### src/rtl/relu_ctrl_pkg.sv
// Shared types and default sizing for the ReLU stream sequencer.
package relu_ctrl_pkg;

  localparam int DEF_DATA_WIDTH = 8;
  localparam int DEF_LANES      = 16;
  localparam int DEF_WORD_WIDTH = DEF_LANES * DEF_DATA_WIDTH;

  typedef enum logic [2:0] {
    IDLE    = 3'd0,
    RD_REQ  = 3'd1,
    RD_WAIT = 3'd2,
    WR      = 3'd3,
    FIN     = 3'd4
  } state_e;

endpackage

### src/rtl/relu_stream_ctrl_lanes.sv
// Combinational ReLU lane array: negative lanes clamp to zero, others pass through.
module relu_stream_ctrl_lanes #(
  parameter int DATA_WIDTH = 8,
  parameter int LENGTH     = 16
) (
  input  logic [DATA_WIDTH-1:0] din  [LENGTH],
  output logic [DATA_WIDTH-1:0] dout [LENGTH]
);

  // Per-lane clamp on the sign bit
  always_comb begin
    for (int i = 0; i < LENGTH; i++) begin
      if (din[i][DATA_WIDTH-1]) begin
        dout[i] = {DATA_WIDTH{1'b0}};
      end else begin
        dout[i] = din[i];
      end
    end
  end

endmodule

### src/rtl/relu_stream_ctrl.sv
// Sequencer that streams a vector from the buffer through the ReLU lanes and writes it back.
module relu_stream_ctrl
  import relu_ctrl_pkg::*;
#(
  parameter int DATA_WIDTH = DEF_DATA_WIDTH,
  parameter int LANES      = DEF_LANES,
  parameter int ADDR_WIDTH = 16,
  parameter int LEN_WIDTH  = 16
) (
  input  logic                        clk,
  input  logic                        rst_n,
  input  logic                        start,
  input  logic [ADDR_WIDTH-1:0]       src_addr,
  input  logic [ADDR_WIDTH-1:0]       dst_addr,
  input  logic [LEN_WIDTH-1:0]        length,
  output logic                        busy,
  output logic                        done,
  output logic                        rd_req,
  output logic [ADDR_WIDTH-1:0]       rd_addr,
  input  logic                        rd_ready,
  input  logic                        rd_valid,
  input  logic [LANES*DATA_WIDTH-1:0] rd_data,
  output logic                        wr_req,
  output logic [ADDR_WIDTH-1:0]       wr_addr,
  output logic [LANES*DATA_WIDTH-1:0] wr_data,
  output logic [LANES-1:0]            wr_mask,
  input  logic                        wr_ready
);

  localparam int WORD_W = LANES * DATA_WIDTH;
  localparam int EW     = LEN_WIDTH + 1;

  state_e                state_q, state_d;
  logic [LEN_WIDTH-1:0]  k_q, k_d, len_q, len_d;
  logic [ADDR_WIDTH-1:0] src_q, src_d, dst_q, dst_d;
  logic [ADDR_WIDTH-1:0] rd_addr_q, rd_addr_d, wr_addr_q, wr_addr_d;
  logic                  busy_q, busy_d, done_q, done_d;
  logic                  rd_req_q, rd_req_d, wr_req_q, wr_req_d;
  logic [WORD_W-1:0]     wr_data_q, wr_data_d;
  logic [LANES-1:0]      wr_mask_q, wr_mask_d;

  logic [DATA_WIDTH-1:0] lane_in_s  [LANES];
  logic [DATA_WIDTH-1:0] lane_out_s [LANES];
  logic [WORD_W-1:0]     relu_word_s;
  logic [EW-1:0]         elem_base_s;
  logic [LANES-1:0]      chunk_mask_s;
  logic                  last_chunk_s;
  logic [LEN_WIDTH-1:0]  k_inc_s;

  relu_stream_ctrl_lanes #(
    .DATA_WIDTH(DATA_WIDTH),
    .LENGTH    (LANES)
  ) u_lanes (
    .din (lane_in_s),
    .dout(lane_out_s)
  );

  // Lane unpacking and chunk bookkeeping; EW bits keep k*LANES free of overflow
  always_comb begin
    relu_word_s  = {WORD_W{1'b0}};
    chunk_mask_s = {LANES{1'b0}};
    for (int i = 0; i < LANES; i++) begin
      lane_in_s[i] = rd_data[i*DATA_WIDTH +: DATA_WIDTH];
      relu_word_s[i*DATA_WIDTH +: DATA_WIDTH] = lane_out_s[i];
    end
    elem_base_s  = EW'(k_q) * EW'(LANES);
    for (int i = 0; i < LANES; i++) begin
      chunk_mask_s[i] = (elem_base_s + EW'(i)) < {1'b0, len_q};
    end
    last_chunk_s = (elem_base_s + EW'(LANES)) >= {1'b0, len_q};
    k_inc_s      = k_q + LEN_WIDTH'(1);
  end

  // Next-state and registered-output decode
  always_comb begin
    state_d   = state_q;
    k_d       = k_q;
    len_d     = len_q;
    src_d     = src_q;
    dst_d     = dst_q;
    rd_addr_d = rd_addr_q;
    wr_addr_d = wr_addr_q;
    busy_d    = busy_q;
    done_d    = 1'b0;
    rd_req_d  = rd_req_q;
    wr_req_d  = wr_req_q;
    wr_data_d = wr_data_q;
    wr_mask_d = wr_mask_q;
    case (state_q)
      IDLE: begin
        if (start) begin
          src_d  = src_addr;
          dst_d  = dst_addr;
          len_d  = length;
          k_d    = {LEN_WIDTH{1'b0}};
          busy_d = 1'b1;
          if (length == {LEN_WIDTH{1'b0}}) begin
            state_d = FIN;
          end else begin
            state_d   = RD_REQ;
            rd_req_d  = 1'b1;
            rd_addr_d = src_addr;
          end
        end else begin
          state_d = IDLE;
        end
      end
      RD_REQ: begin
        if (rd_ready) begin
          rd_req_d = 1'b0;
          state_d  = RD_WAIT;
        end else begin
          state_d = RD_REQ;
        end
      end
      RD_WAIT: begin
        if (rd_valid) begin
          wr_data_d = relu_word_s;
          wr_mask_d = chunk_mask_s;
          wr_addr_d = dst_q + ADDR_WIDTH'(k_q);
          wr_req_d  = 1'b1;
          state_d   = WR;
        end else begin
          state_d = RD_WAIT;
        end
      end
      WR: begin
        if (wr_ready) begin
          wr_req_d = 1'b0;
          if (last_chunk_s) begin
            state_d = FIN;
          end else begin
            k_d       = k_inc_s;
            rd_req_d  = 1'b1;
            rd_addr_d = src_q + ADDR_WIDTH'(k_inc_s);
            state_d   = RD_REQ;
          end
        end else begin
          state_d = WR;
        end
      end
      FIN: begin
        done_d  = 1'b1;
        busy_d  = 1'b0;
        state_d = IDLE;
      end
      default: begin
        state_d  = IDLE;
        busy_d   = 1'b0;
        rd_req_d = 1'b0;
        wr_req_d = 1'b0;
      end
    endcase
  end

  // State and output registers; reset abandons any command in flight
  always_ff @(posedge clk) begin
    if (!rst_n) begin
      state_q   <= IDLE;
      k_q       <= {LEN_WIDTH{1'b0}};
      len_q     <= {LEN_WIDTH{1'b0}};
      src_q     <= {ADDR_WIDTH{1'b0}};
      dst_q     <= {ADDR_WIDTH{1'b0}};
      rd_addr_q <= {ADDR_WIDTH{1'b0}};
      wr_addr_q <= {ADDR_WIDTH{1'b0}};
      busy_q    <= 1'b0;
      done_q    <= 1'b0;
      rd_req_q  <= 1'b0;
      wr_req_q  <= 1'b0;
      wr_data_q <= {WORD_W{1'b0}};
      wr_mask_q <= {LANES{1'b0}};
    end else begin
      state_q   <= state_d;
      k_q       <= k_d;
      len_q     <= len_d;
      src_q     <= src_d;
      dst_q     <= dst_d;
      rd_addr_q <= rd_addr_d;
      wr_addr_q <= wr_addr_d;
      busy_q    <= busy_d;
      done_q    <= done_d;
      rd_req_q  <= rd_req_d;
      wr_req_q  <= wr_req_d;
      wr_data_q <= wr_data_d;
      wr_mask_q <= wr_mask_d;
    end
  end

  assign busy    = busy_q;
  assign done    = done_q;
  assign rd_req  = rd_req_q;
  assign rd_addr = rd_addr_q;
  assign wr_req  = wr_req_q;
  assign wr_addr = wr_addr_q;
  assign wr_data = wr_data_q;
  assign wr_mask = wr_mask_q;

endmodule

### config.mk
export PLATFORM = sky130hd
export DESIGN_NAME = relu_stream_ctrl
export DESIGN_NICKNAME = d
export VERILOG_FILES = /design/src/rtl/relu_ctrl_pkg.sv /design/src/rtl/relu_stream_ctrl_lanes.sv /design/src/rtl/relu_stream_ctrl.sv
export SDC_FILE = /design/constraint.sdc
export NUM_CORES = 1
export LEC_CHECK = 0
export BUFFER_PORTS_ARGS = -buffer_cell sky130_fd_sc_hd__buf_2
export CORE_MARGIN = 2
export CORE_UTILIZATION = 53
export CTS_BUF_LIST = sky130_fd_sc_hd__clkbuf_4
export DETAILED_ROUTE_END_ITERATION = 16
export PLACE_DENSITY = 0.83
export SETUP_SLACK_MARGIN = 0.05
export SYNTH_ARGS = -nofsm -noshare
export SYNTH_HDL_FRONTEND = slang
export SYNTH_SLANG_ARGS = --single-unit
### constraint.sdc
create_clock -name clk -period 3.8 [get_ports clk]
set_input_delay 0.57 -clock clk [delete_from_list [all_inputs] [get_ports clk]]
set_output_delay 0.57 -clock clk [all_outputs]
set_load 0.02 [all_outputs]
==> results by group, run 1 <==
Place
  – Detailed placer's ending HPWL: 24.7 mm
  – Placed cell area: between 10000 and 15000 um^2
  – I/O Buffers: 345
  – RD Place Congestion: 0.932
  – DP Worst Slack: 349 ps
  – Cell total after placement: 1917

STA
  – F_max: 0.294 GHz
  – Hold_ws: 140 ps
  – RSZ-0062 raised after global routing: no
  – Final Worst Setup Slack: slightly above 400 ps
  – Final slew viol count: 0
  – Setup Total Neg Slack: 0 ps
  – Clk_skew: 23.9 ps
  – Final min period: about 3400 ps
  – Rel. slew slack: a little under a third
  – Part of the cycle the worst path needs: 89.4%
  – Final setup fails: 0
  – Hold Vio Cnt, Final: 0
  – Worst Tran Pin Value: 1020 ps

Worst setup path
  – CP Data Arrival Time: 3960 ps
  – Crit end category: register
  – Worst path required time: around 4400 ps
  – Crit path max fanout: 12
  – Startpoint types: register
  – Critical path class: register to register

Power
  – Worst VDD drop: 0.000204 V
  – Power Dens Cells: around 380 nW/um^2
  – Leakage: 6.00 nW
  – Total Power: approximately 5.2 mW

Global routing
  – Pin count of the biggest net entering global routing: between 100 and 150
  – Initial antenna violation count: 2
  – Global-route wire length before repair: 52.1 mm
  – Number of global-route vias before repair: 10000
  – Gr usage total: between 20% and 30%
  – Grt total ovfl: 0

Clocking
  – Root buffer cell: clkbuf_4
  – Post-CTS setup buffer count: 0
  – Reg clk slew, reported paths: 70 ps
  – CTS tree: done
  – CTS H-tree depth: 2
  – Inserted Clock Buffers: 59
  – CTS Sinks: 231
  – Clock Path Buffers: 3
  – Clock Latency Late Sink: 670 ps

Floorplanning
  – Core box area: 20800 um^2
  – IO Pins: approximately 360
  – Die Width: 149 um
  – Cell Rows: 53
  – Die height: 149 um
  – Starting Density: 53.5%
  – Die footprint: approximately 22000 um^2

Synthesis
  – Syn Inst Count: between 1000 and 1500
  – Yosys reg bits: 231
  – Ys flop type: dfxtp_1
  – Synth async-reset ratio: 0%
  – Post-synth cell types: roughly 70
  – Largest cells by area after synthesis: dfxtp_1, a21oi_1, nand2_1
  – Syn_area_per_cell: between 8 and 9 um^2
  – Top cells by count, synth: nand2_1, dfxtp_1, a21oi_1
  – Netlist Area Pre-Place: around 11000 um^2
  – Yosys top cell by area: dfxtp_1
  – EDFF count, synth: 0
  – Synth top area share: 41.5%
  – Yosys Warn Count: 0
  – Sequential share of the synthesized area: 41.5%
  – Top-count cell post-synth: nand2_1

Cells and area
  – Post-Layout Cell Count: 2012
  – Ratio of cells with drive above 1 in the final layout: 26.9%
  – Fillers: 1826
  – Layout Nets: 1944
  – Area Growth Syn to Fin: 22.6%
  – Final core utilization: 65.5%
  – Final instance area: 13600 um^2

Detailed routing
  – Vias per std cell: 5.57
  – Routed WL: 34.1 mm
  – TritonRoute pass-1 iters: 5
  – Iteration-0 DRC Markers: 655
  – Routed Antenna Nets: 0
  – Via count: 11200
  – Post-DR wirelength/cell: approximately 17 um
  – Drt drc: 0

Status
  – Status: finished, final reports clean

Worst hold path
  – Worst min path class: input pin to register

Flow run
  – Maximum Capacitance Violations: 0
[report_power, final]
group / internal, mW / total (mW) / leakage [nW] / switching (mW)
clock: 0.996 / 1.97 / 0.404 / 0.973
sequential: 2.51 / 2.57 / 1.87 / 0.0598
combinational: 0.259 / 0.698 / 3.72 / 0.439
[layer usage]
metal	vias to the layer above	global-route usage (%)	wire, um
met5	-	0	0
met4	0	12.4	1270
met3	82	7.52	2750
met2	477	46.9	15800
met1	5183	37.0	14300
li1	5463	-	-
[path summary, 6_finish.rpt]
kind / from / to / slack, ps / depth (start not counted)
worst max-delay path: k_q[3] / k_q[11] / 400 / 11
worst min-delay path: dst_addr[4] / dst_q[4] / 140 / 3
worst max register to register: k_q[3] / k_q[11] / 400 / 11
worst min register to register: wr_data[93] / wr_data[93] / 450 / 2
[state kept, by name (all words and copies together) (netlist names)]
name and count:
wr_mask 16, done 1, state_q 3, k_q 16, dst_q 16, wr_data 112
src_q 16, len_q 16, busy 1, rd_addr 16, wr_req 1, wr_addr 16
rd_req 1
[cells by family after synthesis]
group                      after synthesis  share of synthesized area [%]
muxes                                    2                          0.180
DFF                                    231                           41.5
AOI/OAI and AO/OA                      359                           18.9
xor gates and xnor gates                31                           2.44
adders and majority gates               59                           6.76
other                                    1                         0.0337
and+or+nand+nor                        557                           25.3
buffers and inverters                  122                           4.90
[cell usage in the layout, fill, tap and decap left out, drive strengths merged, types with 10 or more instances in the layout]
| cell | synthesis | final |
|---|---|---|
| dfxtp | 231 | 231 |
| a21oi | 221 | 221 |
| buf | 30 | 360 |
| nand3b | 115 | 115 |
| ha | 57 | 57 |
| nor3 | 17 | 17 |
| nor2 | 44 | 44 |
| a21o | 10 | 10 |
| xnor2 | 23 | 23 |
| inv | 27 | 27 |
| nor4 | 11 | 11 |
| nand3 | 25 | 25 |
| nand2b | 10 | 10 |
| a31oi | 14 | 14 |
| o211ai | 11 | 11 |
| nand2 | 289 | 289 |
| o21ai | 38 | 38 |
| clkbuf | 65 | 84 |
| conb | 1 | 16 |
| nand4 | 10 | 10 |
[layout make-up]
cell class                      instances  area, um^2  area share, %
Sequential cell                       231        4620           33.9
Timing Repair Buffer                  360        1850           13.6
Tap cell                              275         344           2.52
Clock buffer                           84         631           4.62
Multi-Input combinational cell       1024        6050           44.3
Inverter                               27         106          0.779
Clock inverter                          8        36.3          0.266
Antenna cell                            3        7.51         0.0550
[worst max-delay path, cell delays in order, from the launching register on]
cell       delay (ps)
dfxtp_1           550
nand4_4           200
nor3_1            400
nand2_1           140
xnor2_1           190
ha_1              320
nand4_1           120
a2111oi_1         410
a211oi_2          160
nand2_2           200
nand2_2           220
a311oi_1          400
[repair_timing]
action                     4_1_cts  5_1_grt
hold buffers                     0        0
resized for setup                0        2
hold endpoints to repair         0        0
setup endpoints to repair        0        9
Power figures use the tool's default switching activity.
==> run 2: changes to the inputs <==
CORE_ASPECT_RATIO = 1.5   (was not set)
==> run 2 against run 1 <==
Compared with the run above:
- global-route usage is 1.5 points higher
- sequential power hardly changed
- utilization is 0.14 points lower
- clock power is 4% lower
- register-to-register slack worse by 210 ps
- cell area is 0.23% lower
- via count is 0.52% higher
- flip-flop and latch count stayed put
- die area is 0.11% higher
- final cell count is 0.40% lower
==> results by group, run 2 (synthesis gave the netlist of run 1 again) <==
Status
  – Status: finished, final reports clean

Floorplanning
  – Cell Rows: 65
  – IO Pins: around 360
  – Core box area: 20800 um^2
  – Die height: 182 um
  – Die footprint: roughly 22000 um^2
  – Die Width: 122 um
  – Starting Density: a little over half

STA
  – Setup Total Neg Slack: 0 ps
  – Final setup fails: 0
  – Part of the cycle the worst path needs: 94.9%
  – Hold Vio Cnt, Final: 0
  – Clk_skew: 30.7 ps
  – Worst Tran Pin Value: 976 ps
  – Final Worst Setup Slack: about 190 ps
  – Final slew viol count: 0
  – Hold_ws: 143 ps
  – RSZ-0062 raised after global routing: no
  – Rel. slew slack: 34.8%
  – Final min period: 3610 ps
  – F_max: between 0.2 and 0.3 GHz

Worst setup path
  – R2R cell count: 13
  – CP max-delay cell: dfxtp_1
  – Worst path cell trace: nand4_4, nor3_1, nand3_1, xnor2_1, ha_1, nand4_1, a2111oi_0, a211oi_2, and2_1, nor2_2, buf_4, nor2_1, nor3_1
  – Crit end category: register
  – Worst r2r src: k_q[3]
  – Crit path max fanout: 8
  – WP buf/inv: 1
  – Critical Path Max Stage Delay: roughly 560 ps
  – Startpoint types: register
  – Worst path required time: 4370 ps
  – Reg2reg setup slack: 190 ps
  – Critical path class: register to register
  – Most numerous cell on the critical path: nor3_1
  – Terminus of the critical flop-to-flop path: k_q[2]
  – CP Data Arrival Time: 4180 ps
  – CP top delay family: simple AND/OR/NAND/NOR gates

Power
  – Worst VDD drop: 0.000244 V
  – Power Dens Cells: 379 nW/um^2
  – Total Power: 5.16 mW
  – Leakage: 5.98 nW

Place
  – Cell total after placement: 1913
  – Detailed placer's ending HPWL: between 20 and 30 mm
  – Placed cell area: 13000 um^2
  – I/O Buffers: 345
  – DP Worst Slack: roughly 300 ps
  – RD Place Congestion: 0.967

Cells and area
  – Multi-input logic area: 6040 um^2
  – Register area: 4620 um^2
  – Final core utilization: 65.4%
  – Fillers: 1874
  – Layout Nets: 1942
  – Ratio of cells with drive above 1 in the final layout: 26.4%
  – Final instance area: about 14000 um^2
  – Commonest non-fill, non-tap cell in the layout: buf_2
  – Area Growth Syn to Fin: 22.3%
  – Most frequent cells in the layout: buf_2, nand2_1, dfxtp_1
  – Max FFs per register: 112
  – Post-Layout Cell Count: 2004

Clocking
  – Cts hold-fix bufs: 0
  – CTS Sinks: 231
  – Reg clk slew, reported paths: roughly 80 ps
  – Resized cells post-CTS: 0
  – CTS H-tree depth: 2
  – Post-CTS setup buffer count: 0
  – Root buffer cell: clkbuf_4
  – Clock Path Buffers: 3
  – CTS tree: done
  – Clock Latency Late Sink: 670 ps
  – Inserted Clock Buffers: 54

Global routing
  – Number of global-route vias before repair: 10600
  – Met3 global-route usage: 8.29%
  – Gr usage total: 30.5%
  – Busiest grt layer: met2
  – GR Util met2: 53.2%
  – Initial antenna violation count: 3
  – Grt total ovfl: 0
  – Global-route wire length before repair: 54.0 mm
  – Met1 global-route usage: approximately a third
  – Pin count of the biggest net entering global routing: 129

Detailed routing
  – Via count: 11300
  – Vias per std cell: 5.62
  – TritonRoute pass-1 iters: 5
  – Post-DR wirelength/cell: 17.7 um
  – Drt drc: 0
  – Routed Antenna Nets: 0
  – Routed WL: 35.5 mm
  – Iteration-0 DRC Markers: about 700

Worst hold path
  – Hold path start: dst_addr[13]
  – WHS Path Cells: 3
  – Hold EP: dst_q[13]
  – Worst min path class: input pin to register

Flow run
  – Maximum Capacitance Violations: 0
run 2: where the power goes:
part           switching [mW]  leakage [nW]  internal (mW)
logic                   0.441          3.73          0.260
registers              0.0618          1.87           2.51
clock network           0.961         0.369          0.930
run 2: worst min-delay path, stage by stage:
cell and delay (ps):
buf_2 100, nand2_1 40, a21oi_1 50
run 2: area by class of cell:
type	count	share of cell area [%]
antenna	3	0.0551
clock buffer	71	3.91
clock inverter	17	0.708
inverter	27	0.781
multi-input combinational	1024	44.4
sequential	231	34.0
tap	268	2.46
timing repair buffer	363	13.8
run 2: worst max-delay path by stage:
stage | start | end | slack [ps] | cells after the start
6_report | k_q[3] | k_q[2] | 190 | 13
3_3_place_gp | k_q[3] | k_q[6] | 420 | 11
3_5_place_dp | k_q[3] | k_q[6] | 300 | 11
2_1_floorplan | k_q[3] | k_q[7] | 770 | 14
5_1_grt | k_q[3] | k_q[6] | 80 | 11
4_1_cts | k_q[3] | k_q[6] | 310 | 11
run 2: layer usage:
metal / wire (um) / part of all wire [%] / vias to the layer above
met4: 2060 / 5.8 / 0
met5: 0 / 0 / -
met3: 2990 / 8.4 / 112
met2: 17500 / 49 / 462
li1: - / - / 5454
met1: 12900 / 36 / 5235
==> run 3: changes to the inputs <==
clock period = 3.6 ns   (was 3.8 ns; I/O delays follow)
==> run 3 against run 2 <==
Compared with the run above:
- cell area grew 1.4%
- power grew 10%
- non-clock buffer count grew 9
- via count shrank 0.83%
- maximum frequency grew 11%
- final cell count grew 1.0%
- sequential share of layout area shrank 0.45 points
- worst setup slack gained 140 ps
- sequential power grew 5%
- global-route usage shrank 0.34 points
- clock-buffer cell count grew 12
- critical path depth shrank 2
- critical path type unchanged
==> results by group, run 3 (synthesis gave the netlist of run 1 again) <==
Worst setup path
  – Worst path required time: roughly 4200 ps
  – Critical path class: register to register
  – Crit end category: register
  – R2R cell count: 11
  – Reg2reg setup slack: 340 ps
  – Beginning of the critical path: k_q[2]
  – Terminus of the critical flop-to-flop path: k_q[6]
  – Crit path max fanout: 12
  – Startpoint types: register
  – CP Data Arrival Time: approximately 3800 ps
  – Worst r2r src: k_q[2]

STA
  – Rel. slew slack: between 30% and 40%
  – RSZ-0062 raised after global routing: no
  – Part of the cycle the worst path needs: about nine tenths
  – Final setup fails: 0
  – Clk_skew: 43.5 ps
  – Final slew viol count: 0
  – Setup Total Neg Slack: 0 ps
  – Worst Tran Pin Value: between 900 and 1000 ps
  – F_max: 0.307 GHz
  – Hold Vio Cnt, Final: 0
  – Final min period: 3260 ps

Global routing
  – Gr usage total: 30.2%
  – Global-route wire length before repair: 53.1 mm
  – Grt total ovfl: 0
  – Number of global-route vias before repair: 10400
  – Pin count of the biggest net entering global routing: about 130
  – Initial antenna violation count: 3

Clocking
  – Cts hold-fix bufs: 0
  – Inserted Clock Buffers: 55
  – Clock Path Buffers: 3
  – Reg clk slew, reported paths: roughly 70 ps
  – Resized cells post-CTS: 0
  – Root buffer cell: clkbuf_4
  – CTS H-tree depth: 2
  – Clock Latency Late Sink: 680 ps
  – CTS tree: done
  – CTS Sinks: 231
  – Post-CTS setup buffer count: 0

Floorplanning
  – Die footprint: ~22000 um^2
  – Core box area: 20800 um^2
  – Starting Density: 53.5%
  – Die height: 182 um
  – Die Width: between 100 and 150 um
  – IO Pins: between 300 and 400
  – Cell Rows: 65

Cells and area
  – Layout Nets: 1952
  – Final core utilization: approximately two thirds
  – Most frequent cells in the layout: buf_2, nand2_1, dfxtp_1
  – Area Growth Syn to Fin: 24.0%
  – Ratio of cells with drive above 1 in the final layout: 27.4%
  – Commonest non-fill, non-tap cell in the layout: buf_2
  – Max FFs per register: 112

Power
  – Leakage: 6.09 nW
  – Worst VDD drop: between 0.0002 and 0.0003 V
  – Power Dens Cells: 412 nW/um^2
  – Switching part of the total: 27.7%
  – Reg power frac: roughly 48%
  – Clock network fraction of total power: roughly two fifths
  – P_sw: 1.58 mW
  – Internal: 4.12 mW
  – Combinational power share: 13.1%

Place
  – Detailed placer's ending HPWL: 26.0 mm
  – I/O Buffers: 345
  – RD Place Congestion: roughly 0.95

Worst hold path
  – Hold path start: dst_addr[12]
  – Hold EP: dst_q[12]
  – WHS Path Cells: 3
  – Worst min path class: input pin to register

Status
  – Status: finished, final reports clean

Detailed routing
  – Drt drc: 0
  – TritonRoute pass-1 iters: 5
  – Post-DR wirelength/cell: 17.4 um
  – Via count: 11200
  – Routed Antenna Nets: 0
  – Vias per std cell: 5.52
  – Iteration-0 DRC Markers: 702
  – Routed WL: 35.2 mm

Flow run
  – Maximum Capacitance Violations: 0
run 3: cell types whose count changed in the layout (fill, tap and decap cells not counted):
cell and change:
clkbuf_4 +12, buf_4 +9, a2111oi_0 -1, a2111oi_1 +1, bufinv_16 +1, clkinv_1 -1, clkinvlp_4 -1, dfxtp_1 -1
dfxtp_2 +1, nand2_4 -1, nand2_8 +1, o21ai_0 -1, o21ai_1 +1
run 3: cell type report:
type                    instances  area [um^2]
diodes                          3         7.51
fillers                      1824         7020
repair buffers                372         1940
multi-input cells            1024         6050
clock buffers                  83          623
inverters                      27          106
flip-flops and latches        231         4630
clock inverters                16          115
well taps                     268          335
run 3: worst max path at each step:
| stage | to | depth (start not counted) |
|---|---|---|
| floorplan | k_q[7] | 14 |
| global placement | rd_addr[7] | 12 |
| detailed placement | rd_addr[12] | 12 |
| CTS | rd_addr[14] | 13 |
| global route | rd_addr[14] | 13 |
| finish | k_q[6] | 11 |
run 3: critical path, stage by stage, from the launching register on:
cell       delay (ps)
dfxtp_1           490
nand4_4           190
nor3_1            370
nand2_1           140
xnor2_1           180
ha_1              320
nand4_1           120
a2111oi_1         420
a211oi_2          160
nand2_2           220
nand2_2           240
a311oi_1          310
run 3: metal layers:
| layer | wire [um] | GRT usage, % | share of wire (%) | up-vias |
|---|---|---|---|---|
| li1 | - | - | - | 5498 |
| met1 | 12900 | 31.7 | 37 | 5138 |
| met2 | 17600 | 53.5 | 50 | 427 |
| met3 | 2690 | 7.32 | 7.6 | 107 |
| met4 | 1990 | 18.0 | 5.7 | 0 |
| met5 | 0 | 0 | 0 | - |
run 3: stage by stage:
| stage | power [mW] | cells | cell area (um^2) | worst slack (ps) | hold slack, ps |
|---|---|---|---|---|---|
| 2_1_floorplan | 3.23 | 1377 | 11200 | 565 | 436 |
| 6_report | 5.69 | 2024 | 13800 | 337 | 87.8 |
| 5_1_grt | 5.95 | 2024 | 13800 | 53.0 | 68.5 |
| 4_1_cts | 5.74 | 2021 | 13800 | 282 | 46.2 |
| 3_5_place_dp | 3.50 | 1922 | 13000 | 328 | 440 |
| 3_3_place_gp | 3.49 | 1922 | 13000 | 383 | 435 |
run 3: power groups by stage:
stage	Sequential (mW)	Clock, mW	Combinational [mW]
6_report	2.71	2.24	0.744
3_5_place_dp	2.77	0	0.738
4_1_cts	2.71	2.29	0.741
2_1_floorplan	2.80	0	0.426
3_3_place_gp	2.76	0	0.729
5_1_grt	2.72	2.41	0.817
